`src/rtl/mem_pkg.sv`:
```
// Shared types and helpers for the memory-stage access unit: access size codes, FSM states,
// alignment and byte-enable rules.
package mem_pkg;

    localparam logic [1:0] SizeByte = 2'b00;
    localparam logic [1:0] SizeHalf = 2'b01;
    localparam logic [1:0] SizeWord = 2'b10;

    localparam logic [2:0] F3Lb  = 3'b000;
    localparam logic [2:0] F3Lh  = 3'b001;
    localparam logic [2:0] F3Lw  = 3'b010;
    localparam logic [2:0] F3Lbu = 3'b100;
    localparam logic [2:0] F3Lhu = 3'b101;

    typedef enum logic [1:0] {
        StIdle,
        StReq,
        StResp,
        StDone
    } mau_state_e;

    function automatic logic is_misaligned(input logic [1:0] size, input logic [1:0] addr_lo);
        case (size)
            SizeHalf: return addr_lo[0];
            SizeWord: return addr_lo != 2'b00;
            default:  return 1'b0;
        endcase
    endfunction

    function automatic logic [3:0] byte_enable(input logic [1:0] size, input logic [1:0] addr_lo);
        case (size)
            SizeByte: return 4'b0001 << addr_lo;
            SizeHalf: return 4'b0011 << addr_lo;
            default:  return 4'b1111;
        endcase
    endfunction

endpackage

```
`src/rtl/load_align_ext.sv`:
```
// Moves the addressed byte/half of a read word down to bit 0 and sign- or zero-extends it.
module load_align_ext
    import mem_pkg::*;
(
    input  logic [31:0] rdata_i,
    input  logic [1:0]  addr_lo_i,
    input  logic [2:0]  funct3_i,
    output logic [31:0] result_o
);

    logic [31:0] shifted;

    always_comb begin
        shifted = rdata_i >> {addr_lo_i, 3'b000};
        case (funct3_i)
            F3Lb:    result_o = {{24{shifted[7]}}, shifted[7:0]};
            F3Lh:    result_o = {{16{shifted[15]}}, shifted[15:0]};
            F3Lbu:   result_o = {24'h0, shifted[7:0]};
            F3Lhu:   result_o = {16'h0, shifted[15:0]};
            F3Lw:    result_o = shifted;
            default: result_o = shifted;
        endcase
    end

endmodule

```
`src/rtl/memory_access_unit.sv`:
```
// M-stage load/store unit: turns the EX/MEM instruction into one valid/ready memory transaction,
// stalling the pipeline until the response (or a timeout) and presenting the result for one cycle.
module memory_access_unit
    import mem_pkg::*;
#(
    parameter int unsigned TIMEOUT_CYCLES = 64
) (
    input  logic        clk,
    input  logic        rst_n,
    input  logic        MemReadM,
    input  logic        MemWriteM,
    input  logic [2:0]  Funct3M,
    input  logic [31:0] ALUResultM,
    input  logic [31:0] WriteDataM,
    output logic        dmem_req_valid,
    input  logic        dmem_req_ready,
    output logic        dmem_req_we,
    output logic [31:0] dmem_req_addr,
    output logic [31:0] dmem_req_wdata,
    output logic [3:0]  dmem_req_be,
    input  logic        dmem_rsp_valid,
    input  logic [31:0] dmem_rsp_rdata,
    output logic        StallM,
    output logic [31:0] ReadDataM,
    output logic        MisalignedM,
    output logic        BusErrorM
);

    localparam int unsigned CntW = (TIMEOUT_CYCLES > 1) ? $clog2(TIMEOUT_CYCLES) : 1;
    localparam logic [CntW-1:0] CntLast = CntW'(TIMEOUT_CYCLES - 1);

    mau_state_e      state_q, state_d;
    logic [CntW-1:0] cnt_q, cnt_d;
    logic [31:0]     rdata_q, rdata_d;
    logic            bus_err_q, bus_err_d;

    logic        access;
    logic        misaligned;
    logic        req_go;
    logic [31:0] load_result;

    assign access     = MemReadM | MemWriteM;
    assign misaligned = is_misaligned(Funct3M[1:0], ALUResultM[1:0]);
    assign req_go     = access & ~misaligned;

    load_align_ext u_load_align_ext (
        .rdata_i   (dmem_rsp_rdata),
        .addr_lo_i (ALUResultM[1:0]),
        .funct3_i  (Funct3M),
        .result_o  (load_result)
    );

    always_comb begin
        state_d        = state_q;
        cnt_d          = '0;
        rdata_d        = rdata_q;
        bus_err_d      = bus_err_q;
        dmem_req_valid = 1'b0;
        case (state_q)
            StIdle: begin
                dmem_req_valid = req_go;
                if (req_go) begin
                    state_d = dmem_req_ready ? StResp : StReq;
                end
            end
            StReq: begin
                dmem_req_valid = 1'b1;
                if (dmem_req_ready) begin
                    state_d = StResp;
                end
            end
            StResp: begin
                cnt_d = cnt_q + 1'b1;
                if (dmem_rsp_valid) begin
                    // Write acks carry no data; keep ReadDataM at zero for stores
                    rdata_d = (MemReadM & ~MemWriteM) ? load_result : '0;
                    state_d = StDone;
                end else if (cnt_q == CntLast) begin
                    bus_err_d = 1'b1;
                    rdata_d   = '0;
                    state_d   = StDone;
                end
            end
            StDone: begin
                bus_err_d = 1'b0;
                state_d   = StIdle;
            end
            default: state_d = StIdle;
        endcase
    end

    always_ff @(posedge clk or negedge rst_n) begin
        if (!rst_n) begin
            state_q   <= StIdle;
            cnt_q     <= '0;
            rdata_q   <= '0;
            bus_err_q <= 1'b0;
        end else begin
            state_q   <= state_d;
            cnt_q     <= cnt_d;
            rdata_q   <= rdata_d;
            bus_err_q <= bus_err_d;
        end
    end

    always_comb begin
        case (Funct3M[1:0])
            SizeByte: dmem_req_wdata = {4{WriteDataM[7:0]}};
            SizeHalf: dmem_req_wdata = {2{WriteDataM[15:0]}};
            default:  dmem_req_wdata = WriteDataM;
        endcase
    end

    assign dmem_req_addr = {ALUResultM[31:2], 2'b00};
    assign dmem_req_we   = MemWriteM;
    assign dmem_req_be   = dmem_req_valid ? byte_enable(Funct3M[1:0], ALUResultM[1:0]) : 4'b0000;

    assign StallM      = req_go & (state_q != StDone);
    assign MisalignedM = access & misaligned;
    assign ReadDataM   = (state_q == StDone) ? rdata_q : 32'h0;
    assign BusErrorM   = bus_err_q;

endmodule
```
`config.mk`:
```
export PLATFORM = sky130hd
export DESIGN_NAME = memory_access_unit
export DESIGN_NICKNAME = d
export VERILOG_FILES = /design/src/rtl/mem_pkg.sv /design/src/rtl/load_align_ext.sv /design/src/rtl/memory_access_unit.sv
export SDC_FILE = /design/constraint.sdc
export NUM_CORES = 1
export LEC_CHECK = 0
export CORE_ASPECT_RATIO = 1.25
export CORE_UTILIZATION = 26
export CTS_BUF_LIST = sky130_fd_sc_hd__clkbuf_16
export DETAILED_ROUTE_END_ITERATION = 16
export SETUP_SLACK_MARGIN = 0.15
export SYNTH_ARGS = -nofsm -noshare
export SYNTH_HDL_FRONTEND = slang
export SYNTH_SLANG_ARGS = --single-unit
```
`constraint.sdc`:
```
create_clock -name clk -period 2.4 [get_ports clk]
set_clock_uncertainty 0.2 [all_clocks]
set_input_delay 0.48 -clock clk [delete_from_list [all_inputs] [get_ports clk]]
set_output_delay 0.48 -clock clk [all_outputs]
set_load 0.03 [all_outputs]
```
==> results.py, run 1 <==
metrics = {
    "layout": {
        "final_nets": 657,
        "nFillCells": 1262,
        "stdcell_count": 711,
        "final_util_pct": 44.45,
        "drive_above_1_share_pct": 35.73,
        "diodes": 0,
        "design_area_um2": 5705,
        "areaGrowthSynthToFinish_pct": 64.68,
    },
    "global_routing": {
        "grt_pass1_wl_um": 18750,
        "grt.busiest_layer": "met2",
        "grt_pass1_vias": 3636,
        "grt_antenna_before_repair": 0,
        "grt-ovfl-total": 0,
        "grt_start_max_net_pins": 42,
        "use_met3_pct": 2.768,
        "grtUsageMet1_pct": 19.20,
        "met2_usage_pct": 32.35,
        "grt_usage_pct": 17.49,
    },
    "worst_setup_path": {
        "crit_buf_inv": 4,
        "cp_max_fo": 5,
        "worstSetupEndpointType": "primary output",
        "path_cells": "buf_8, buf_6, ha_4, a21oi_4, o22a_1, a21oi_4, buf_12, a21oi_4, buf_6",
        "slowest_stage": "ha_4",
        "crit_type": "in2out",
        "cp_data_arrival_time_ps": 1670,
        "startpoint_type": "primary input",
        "path_delay_family": "buffers and inverters",
        "cpPeakStageDelay_ps": 180,
        "cp_data_required_time_ps": 1720,
        "cp_common_cell": "a21oi_4",
    },
    "timing": {
        "finalMaxSlewViolations": 0,
        "final.period_utilization_pct": 98.03,
        "finalHoldViolations": 0,
        "setup_tns_ps": 0,
        "finalSetupViolations": 0,
        "clock.fmax_mhz": 425.0,
        "worst_pin_slew_ps": 554.6,
        "rsz0062_at_grt": "true",
        "min_period_ps": 2353,
        "hold_ws_ps": 62.44,
        "relSlewSlack_pct": 63.03,
        "setup_ws_ps": 47.33,
    },
    "floorplanning": {
        "coreArea_um2": 12830,
        "die_h_um": 131.1,
        "row_count": 46,
        "die_area_um2": 13790,
        "start_util_pct": 26.99,
        "io_pins": 210,
        "die_width_um": 105.3,
    },
    "power": {
        "switching_power_mw": 1.570,
        "p_total_mw": 3.931,
        "power_leakage_nw": 2.539,
        "combPwrFrac_pct": 54.3,
        "ir_worst_vdd_v": 0.0003494,
        "swShare_pct": 39.93,
        "p_int_mw": 2.362,
        "power_frac_clock_pct": 19.3,
        "seqPwrFrac_pct": 26.3,
        "power.density_nw_per_um2": 689.0,
    },
    "synth": {
        "ys_seq_area_share_pct": 29.61,
        "netlist.area_leader.share_pct": 29.61,
        "syn_area_um2": 3465,
        "async_flop_share_pct": 100.0,
        "syn_inst": 414,
        "ys_ff_latch": 41,
        "synth-edff-count": 0,
        "ys_warn_count": 0,
        "synth_ff_type": "dfrtp_1",
        "synthTopCellsByArea": "dfrtp_1 30%, buf_4 8.9%, and2_1 6.0%, a21oi_1 5.5%, mux2i_1 5.5%",
        "yosysTopAreaCell": "dfrtp_1",
        "avgSynthCellArea_um2": 8.369,
        "netlist_top_cells_count": "41 x buf_4, 41 x dfrtp_1, 41 x nand2_1",
        "synth_cell_types": 46,
    },
    "drt": {
        "final_antenna_net_count": 0,
        "wl_um": 12270,
        "drt_iter0_drc": 177,
        "drt-pass1-iter-count": 4,
        "vias": 3596,
        "wl_per_cell_um": 17.26,
        "drc_errors": 0,
        "viasPerCell": 5.058,
    },
    "placed_design": {
        "placed_cell_area_um2": 5117,
        "dp_cells": 692,
        "place_ws_ps": -545.4,
        "hpwl_um": 9026,
        "gp_congestion": 0.7713,
        "io_buffers": 147,
    },
    "hold_path": {
        "hold_path_class": "in2async",
    },
    "run": {
        "cap_violations": 0,
    },
    "clock_tree": {
        "clock_latency_ps": 290,
        "cts_sinks": 41,
        "htree_levels": 2,
        "hold_buffers": 0,
        "cts_made_buffers": 5,
        "cts_tree": "done",
        "clockBufferDepth": 2,
        "clk_pin_slew_worst_paths_ps": 60,
        "root_buffer": "clkbuf_16",
    },
    "run_status": {
        "status": "completed",
    },
}
-- worst paths after layout --
check                            startpoint        endpoint  slack (ps)  depth (start not counted)
min in group clk                rdata_q[19]     rdata_q[19]         270                          2
worst max-delay path             Funct3M[0]  dmem_req_be[3]          50                          9
max in group asynchronous             rst_n      rdata_q[5]        1550                          2
worst min-delay path                  rst_n       BusErrorM          60                          2
worst max register to register   state_q[0]      state_q[1]         360                          6
worst min register to register  rdata_q[19]     rdata_q[19]         270                          2
-- metal layers --
| metal | routed length, um | up-vias |
|---|---|---|
| li1 | - | 1689 |
| met1 | 4646 | 1698 |
| met2 | 6399 | 172 |
| met3 | 754 | 37 |
| met4 | 469 | 0 |
| met5 | 0 | - |
-- final cells by class --
class / count / area (um2) / area share (%)
multi-input cells: 291 / 2307 / 40.44
repair buffers: 193 / 1944 / 34.08
flip-flops and latches: 41 / 1026 / 17.98
well taps: 168 / 210.2 / 3.684
clock buffers: 5 / 125.1 / 2.193
inverters: 10 / 55.05 / 0.9649
clock inverters: 3 / 37.54 / 0.6579
-- power by group through the flow --
stage | registers [mW] | logic [mW] | clock network, mW
6_report | 1.03 | 2.14 | 0.760
5_1_grt | 1.07 | 2.27 | 0.800
4_1_cts | 1.03 | 2.09 | 0.773
3_5_place_dp | 1.05 | 1.94 | 0
3_3_place_gp | 1.03 | 1.92 | 0
2_1_floorplan | 1.02 | 1.30 | 0
-- cell families after synthesis --
family | share of synthesized area, %
compound gates | 26.54
mux | 6.139
other cells | 0.1082
xor+xnor | 0.7585
buf+inv | 14.16
flops | 29.61
simple gates | 19.07
fa+ha+maj | 3.611
-- registers in the layout (all words and copies together) (netlist names) --
signal	cells
BusErrorM	1
cnt_q	6
rdata_q	32
state_q	2
-- cell usage in the layout, fill, tap and decap left out, types with 4 or more instances in the layout --
| cell | instances |
|---|---|
| a211o_1 | 8 |
| a21oi_1 | 26 |
| a21oi_2 | 8 |
| a21oi_4 | 4 |
| a22o_1 | 9 |
| a22o_4 | 8 |
| a311oi_2 | 5 |
| a32o_1 | 7 |
| and2_1 | 33 |
| buf_12 | 14 |
| buf_4 | 74 |
| buf_6 | 26 |
| buf_8 | 4 |
| clkbuf_16 | 5 |
| clkdlybuf4s50_1 | 64 |
| dfrtp_1 | 41 |
| dlymetal6s2s_1 | 4 |
| ha_1 | 6 |
| ha_4 | 4 |
| inv_1 | 8 |
| mux2i_1 | 19 |
| nand2_1 | 41 |
| nand3b_1 | 7 |
| nor2_1 | 7 |
| nor2_4 | 5 |
| nor2b_1 | 12 |
| o21ai_1 | 24 |
| o21ai_2 | 9 |
| o31ai_1 | 5 |
-- repair_timing --
action                     in CTS  in global routing
cloned                          1                  1
setup endpoints to repair      61                 49
resized for setup              53                 40
pin swaps                      12                 17
buffers inserted                5                  4
(Power assumes the default switching activity.)
==> run 2, diff against run 1 <==
--- a/config.mk
+++ b/config.mk
@@ -5,7 +5,8 @@
 export SDC_FILE = /design/constraint.sdc
 export NUM_CORES = 1
 export LEC_CHECK = 0
-export CORE_ASPECT_RATIO = 1.25
+export CORE_ASPECT_RATIO = 0.5
+export CORE_MARGIN = 3
 export CORE_UTILIZATION = 26
 export CTS_BUF_LIST = sky130_fd_sc_hd__clkbuf_16
 export DETAILED_ROUTE_END_ITERATION = 16
==> run 2 against run 1 <==
- sequential cell count unchanged
- core utilization grew 1.4 points
- fmax up 0.81%
- non-clock buffer count up 7
- global-route usage fell by 1.8 points
- final cell count increased by 1.1%
- first-iteration DRC count is 20% lower
- cell area is 3.2% higher
- critical path type unchanged
==> results.py, run 2 (synthesized netlist as in run 1, its figures left out) <==
metrics = {
    "floorplanning": {
        "io_pins": 210,
        "start_util_pct": 26.97,
        "die_width_um": 169.3,
        "row_count": 29,
        "die_h_um": 87.63,
        "die_area_um2": 14830,
        "coreArea_um2": 12840,
    },
    "drt": {
        "final_antenna_net_count": 0,
        "dr_wl_met2_um": 6233,
        "vias": 3422,
        "routedLengthMet1_um": 4854,
        "wl_per_cell_um": 16.64,
        "wl_um": 11960,
        "drt-pass1-iter-count": 4,
        "top_layer": "met4",
        "wl_met3_um": 705,
        "drt_iter0_drc": 142,
        "viasPerCell": 4.759,
        "drc_errors": 0,
    },
    "clock_tree": {
        "root_buffer": "clkbuf_16",
        "cts_sinks": 41,
        "clockBufferDepth": 2,
        "clk_pin_slew_worst_paths_ps": 60,
        "cts_tree": "done",
        "cts_made_buffers": 5,
        "htree_levels": 2,
        "clock_latency_ps": 280,
    },
    "hold_path": {
        "hold_path_end": "cnt_q[0]",
        "min-delay-start": "cnt_q[0]",
        "hold_path_class": "reg2reg",
        "hold_depth": 1,
    },
    "timing": {
        "rsz0062_at_grt": "true",
        "finalMaxSlewViolations": 0,
        "final.period_utilization_pct": 97.24,
        "clock.fmax_mhz": 428.5,
        "relSlewSlack_pct": 65.65,
        "finalHoldViolations": 0,
        "min_period_ps": 2334,
        "setup_tns_ps": 0,
        "worst_pin_slew_ps": 515.2,
        "finalSetupViolations": 0,
    },
    "worst_setup_path": {
        "cp_data_required_time_ps": 1720,
        "cp_data_arrival_time_ps": 1650,
        "r2r_cells": 6,
        "cp_common_cell": "a21oi_4",
        "r2r-end": "state_q[1]",
        "worstSetupEndpointType": "primary output",
        "crit_type": "in2out",
        "path_cells": "buf_8, buf_6, ha_4, a21oi_4, o22a_1, a21oi_4, buf_12, a21oi_4, buf_6",
        "worstReg2RegStart": "state_q[0]",
        "cp_max_fo": 5,
        "cpPeakStageDelay_ps": 180,
        "startpoint_type": "primary input",
        "slowest_stage": "o22a_1",
        "reg2reg_slack_ps": 390,
    },
    "layout": {
        "reg_top3": "rdata_q: 32 flops, cnt_q: 6 flops, state_q: 2 flops",
        "mostFrequentLayoutCells": "66 x buf_4, 65 x clkdlybuf4s50_1, 41 x dfrtp_1, 41 x nand2_1, 33 x and2_1",
        "diodes": 0,
        "areaGrowthSynthToFinish_pct": 69.95,
        "final_nets": 664,
        "design_area_um2": 5888,
        "largest_reg_flops": 32,
        "drive_above_1_share_pct": 36.25,
        "top_register": "rdata_q",
        "final_common_cell": "buf_4",
    },
    "global_routing": {
        "grt_usage_pct": 15.73,
        "grt_antenna_before_repair": 0,
        "grt-ovfl-total": 0,
        "grt_start_max_net_pins": 40,
        "grt_pass1_wl_um": 18740,
        "grt_pass1_vias": 3535,
    },
    "placed_design": {
        "hpwl_um": 9173,
        "gp_congestion": 0.8406,
        "placed_cell_area_um2": 5323,
        "io_buffers": 147,
    },
    "run": {
        "cap_violations": 0,
    },
    "power": {
        "power_leakage_nw": 2.558,
        "ir_worst_vdd_v": 0.0002985,
        "power.density_nw_per_um2": 654.1,
    },
    "run_status": {
        "status": "completed",
    },
}
[run 2: changes by cell type in the layout (fill, tap and decap cells not counted), moves of 2 or more]
cell	before	now
a311oi_2	5	7
buf_12	14	25
buf_4	74	66
buf_6	26	30
clkinvlp_4	0	2
dlygate4sd2_1	2	4
dlymetal6s2s_1	4	1
inv_1	8	6
nor2b_1	12	14
nor2b_4	2	0
[run 2: worst max-delay path, delay by kind of cell]
kind | cells | cell delay [ps]
adders and majority gates | 1 | 170
buffers and inverters | 4 | 500
AOI/OAI and AO/OA | 4 | 490
[run 2: timing repair]
action / 4_1_cts / 5_1_grt
pin swaps: 19 / 23
setup endpoints to repair: 57 / 49
cloned: 1 / 0
setup buffers: 5 / 4
hold endpoints to repair: 21 / 0
hold buffers: 1 / 0
gates resized for setup: 65 / 27
[run 2: metrics by stage]
stage	total power [mW]	setup slack (ps)	hold WS (ps)	util, %	std cells
global placement	3.057	-444.5	237.7	41.44	701
global route	4.116	16.18	280.0	45.84	719
floorplan	2.324	82.72	-15.59	-	415
CTS	3.840	6.035	257.0	44.77	715
detailed placement	3.083	-485.5	249.5	41.44	701
finish	3.852	66.15	255.6	45.84	719
[run 2: worst max path at each step]
stage,from,to,cells after the start
after global routing,Funct3M[0],dmem_req_be[3],9
after floorplan,ALUResultM[1],rdata_q[30],7
after CTS,Funct3M[0],dmem_req_be[3],9
after global placement,Funct3M[1],dmem_req_wdata[16],8
after detailed placement,Funct3M[0],dmem_req_wdata[26],8
final,Funct3M[0],dmem_req_be[3],9
[run 2: final cells by class]
class                   instances  area [um2]
clock buffers                   5       125.1
multi-input cells             291        2310
inverters                      10       53.80
well taps                     170       212.7
clock inverters                 2       11.26
flip-flops and latches         41        1026
repair buffers                200        2150
fillers                      1263        6957
[run 2: power breakdown]
part / leakage [nW] / switching [mW] / total, mW / internal (mW)
clock network: 0.0633 / 0.264 / 0.640 / 0.376
logic: 1.94 / 1.16 / 2.18 / 1.02
registers: 0.554 / 0.116 / 1.03 / 0.915
total: 2.56 / 1.54 / 3.85 / 2.31
[run 2: layer usage]
layer,up-vias,track usage [%]
met2,96,28.45
met5,-,0
met4,0,4.006
li1,1700,-
met1,1605,19.26
met3,21,3.517
==> run 3, diff against run 2 <==
==> constraint.sdc (replaced) <==
create_clock -name clk -period 2.4 [get_ports clk]
set_clock_uncertainty 0.2 [all_clocks]
set_input_delay 0.48 -clock clk [delete_from_list [all_inputs] [get_ports clk]]
set_output_delay 0.48 -clock clk [all_outputs]
set_load 0.1 [all_outputs]
==> run 3 against run 2 <==
- the flow now finishes with violations (negative setup slack)
- combinational power up 61%
- first-iteration DRC count up 37%
- sequential power about the same
- register-to-register slack about the same
- die area unchanged
- worst setup slack worse by 150 ps
- worst hold slack worse by 2.7 ps
- critical path type unchanged
- critical endpoint is now dmem_req_be[1]
- largest cell class is now non-clock buffers
- largest power group unchanged
- highest routed layer unchanged
==> results.py, run 3 (synthesized netlist as in run 1, its figures left out) <==
metrics = {
    "placed_design": {
        "hpwl_um": 9355,
        "io_buffers": 147,
        "placed_cell_area_um2": 6196,
        "dp_cells": 707,
        "gp_congestion": 0.8677,
        "place_ws_ps": -614.9,
    },
    "timing": {
        "finalHoldViolations": 0,
        "final.period_utilization_pct": 103.7,
        "finalMaxSlewViolations": 0,
        "setup_ws_ps": -88.32,
        "rsz0062_at_grt": "true",
        "clock.fmax_mhz": 401.9,
        "min_period_ps": 2488,
        "finalSetupViolations": 13,
        "setup_tns_ps": -802.8,
    },
    "clock_tree": {
        "cts_made_buffers": 5,
        "clock_latency_ps": 280,
        "clk_pin_slew_worst_paths_ps": 60,
        "cts_tree": "done",
        "cts_sinks": 41,
        "clockBufferDepth": 2,
        "root_buffer": "clkbuf_16",
        "htree_levels": 2,
    },
    "power": {
        "ir_worst_vdd_v": 0.0003312,
        "p_total_mw": 5.197,
        "power.density_nw_per_um2": 784.4,
        "power_leakage_nw": 2.798,
    },
    "layout": {
        "multi_input_area_um2": 2466,
        "drive_above_1_share_pct": 40.29,
        "design_area_um2": 6626,
        "nFillCells": 1178,
        "stdcell_count": 721,
        "areaGrowthSynthToFinish_pct": 91.26,
        "mostFrequentLayoutCells": "78 x buf_12, 65 x clkdlybuf4s50_1, 41 x dfrtp_1, 41 x nand2_1, 33 x buf_4",
        "diodes": 0,
        "top_register": "rdata_q",
        "register_area_um2": 1026,
        "reg_top3": "rdata_q: 32 flops, cnt_q: 6 flops, state_q: 2 flops",
        "final_nets": 665,
        "final_common_cell": "buf_12",
        "largest_reg_flops": 32,
    },
    "floorplanning": {
        "coreArea_um2": 12840,
        "die_h_um": 87.63,
        "die_width_um": 169.3,
        "io_pins": 210,
        "die_area_um2": 14830,
        "row_count": 29,
        "start_util_pct": 26.97,
    },
    "drt": {
        "drc_errors": 0,
        "wl_per_cell_um": 16.54,
        "wl_um": 11920,
        "vias": 3448,
        "drt-pass1-iter-count": 4,
        "final_antenna_net_count": 0,
        "drt_iter0_drc": 194,
        "viasPerCell": 4.782,
    },
    "worst_setup_path": {
        "cp_data_required_time_ps": 1720,
        "cpPeakStageDelay_ps": 190,
        "crit_buf_inv": 5,
        "startpoint_type": "primary input",
        "cp_common_cell": "a21oi_4",
        "cp_data_arrival_time_ps": 1810,
        "r2r_cells": 6,
        "path_cells": "buf_6, buf_8, inv_16, ha_4, a21oi_4, o22a_1, a21oi_4, buf_12, a21oi_4, buf_12",
        "reg2reg_slack_ps": 380,
        "worstSetupEndpointType": "primary output",
        "crit_type": "in2out",
        "cp_max_fo": 6,
        "worstReg2RegStart": "state_q[0]",
        "path_delay_family": "compound AO/OA/AOI/OAI gates",
        "r2r-end": "state_q[0]",
        "path_depth": 10,
        "slowest_stage": "ha_4",
    },
    "hold_path": {
        "hold_path_class": "reg2reg",
        "hold_path_end": "cnt_q[0]",
        "hold_depth": 1,
        "min-delay-start": "cnt_q[0]",
    },
    "run_status": {
        "status": "finished, violations left",
        "failed_checks": "negative setup slack",
    },
    "global_routing": {
        "grt_pass1_wl_um": 18130,
        "grt_pass1_vias": 3524,
        "grt_usage_pct": 15.11,
        "grt-ovfl-total": 0,
        "grt_start_max_net_pins": 42,
        "grt_antenna_before_repair": 0,
    },
    "run": {
        "cap_violations": 0,
    },
}
run 3: how the worst max path moves through the flow:
stage	to	from
2_1_floorplan	dmem_req_valid	Funct3M[1]
3_3_place_gp	dmem_req_wdata[17]	Funct3M[1]
3_5_place_dp	dmem_req_wdata[19]	Funct3M[1]
4_1_cts	dmem_req_be[0]	Funct3M[1]
5_1_grt	dmem_req_be[2]	Funct3M[1]
6_report	dmem_req_be[1]	Funct3M[1]
run 3: layout make-up:
class,instances,share of cell area [%]
repair buffers,201,41.07
clock inverters,3,0.2644
inverters,10,0.8686
multi-input cells,291,37.22
clock buffers,5,1.888
well taps,170,3.210
flip-flops and latches,41,15.48
run 3: stage by stage:
stage	hold WS, ps	util, %
final	252.9	51.59
after global routing	256.9	51.59
after CTS	253.5	50.44
after detailed placement	245.4	48.24
after global placement	240.4	48.24
after floorplan	-15.59	-
run 3: what timing repair did:
item / 4_1_cts / 5_1_grt
hold buffers: 1 / 0
hold endpoints to repair: 41 / 0
endpoints found under the setup margin: 80 / 72
pin swaps: 13 / 20
setup buffers: 3 / 1
gates resized for setup: 40 / 29
gates cloned: 0 / 1
run 3: worst register-to-register path, cell delays in order, from the launching register on:
cell and delay [ps]:
dfrtp_1 410, inv_1 130, ha_1 340, inv_1 170, a311oi_1 290, a221o_1 220, mux2i_1 190
run 3: power by group:
part | switching [mW] | internal, mW
Clock | 0.276 | 0.381
Combinational | 2.16 | 1.34
Sequential | 0.123 | 0.915
Total | 2.56 | 2.64
run 3: routing by layer:
layer	GRT usage, %	part of all wire [%]	up-vias
li1	-	-	1691
met1	18.84	42	1645
met2	27.39	52	83
met3	1.849	3.5	29
met4	5.341	2.7	0
met5	0	0	-
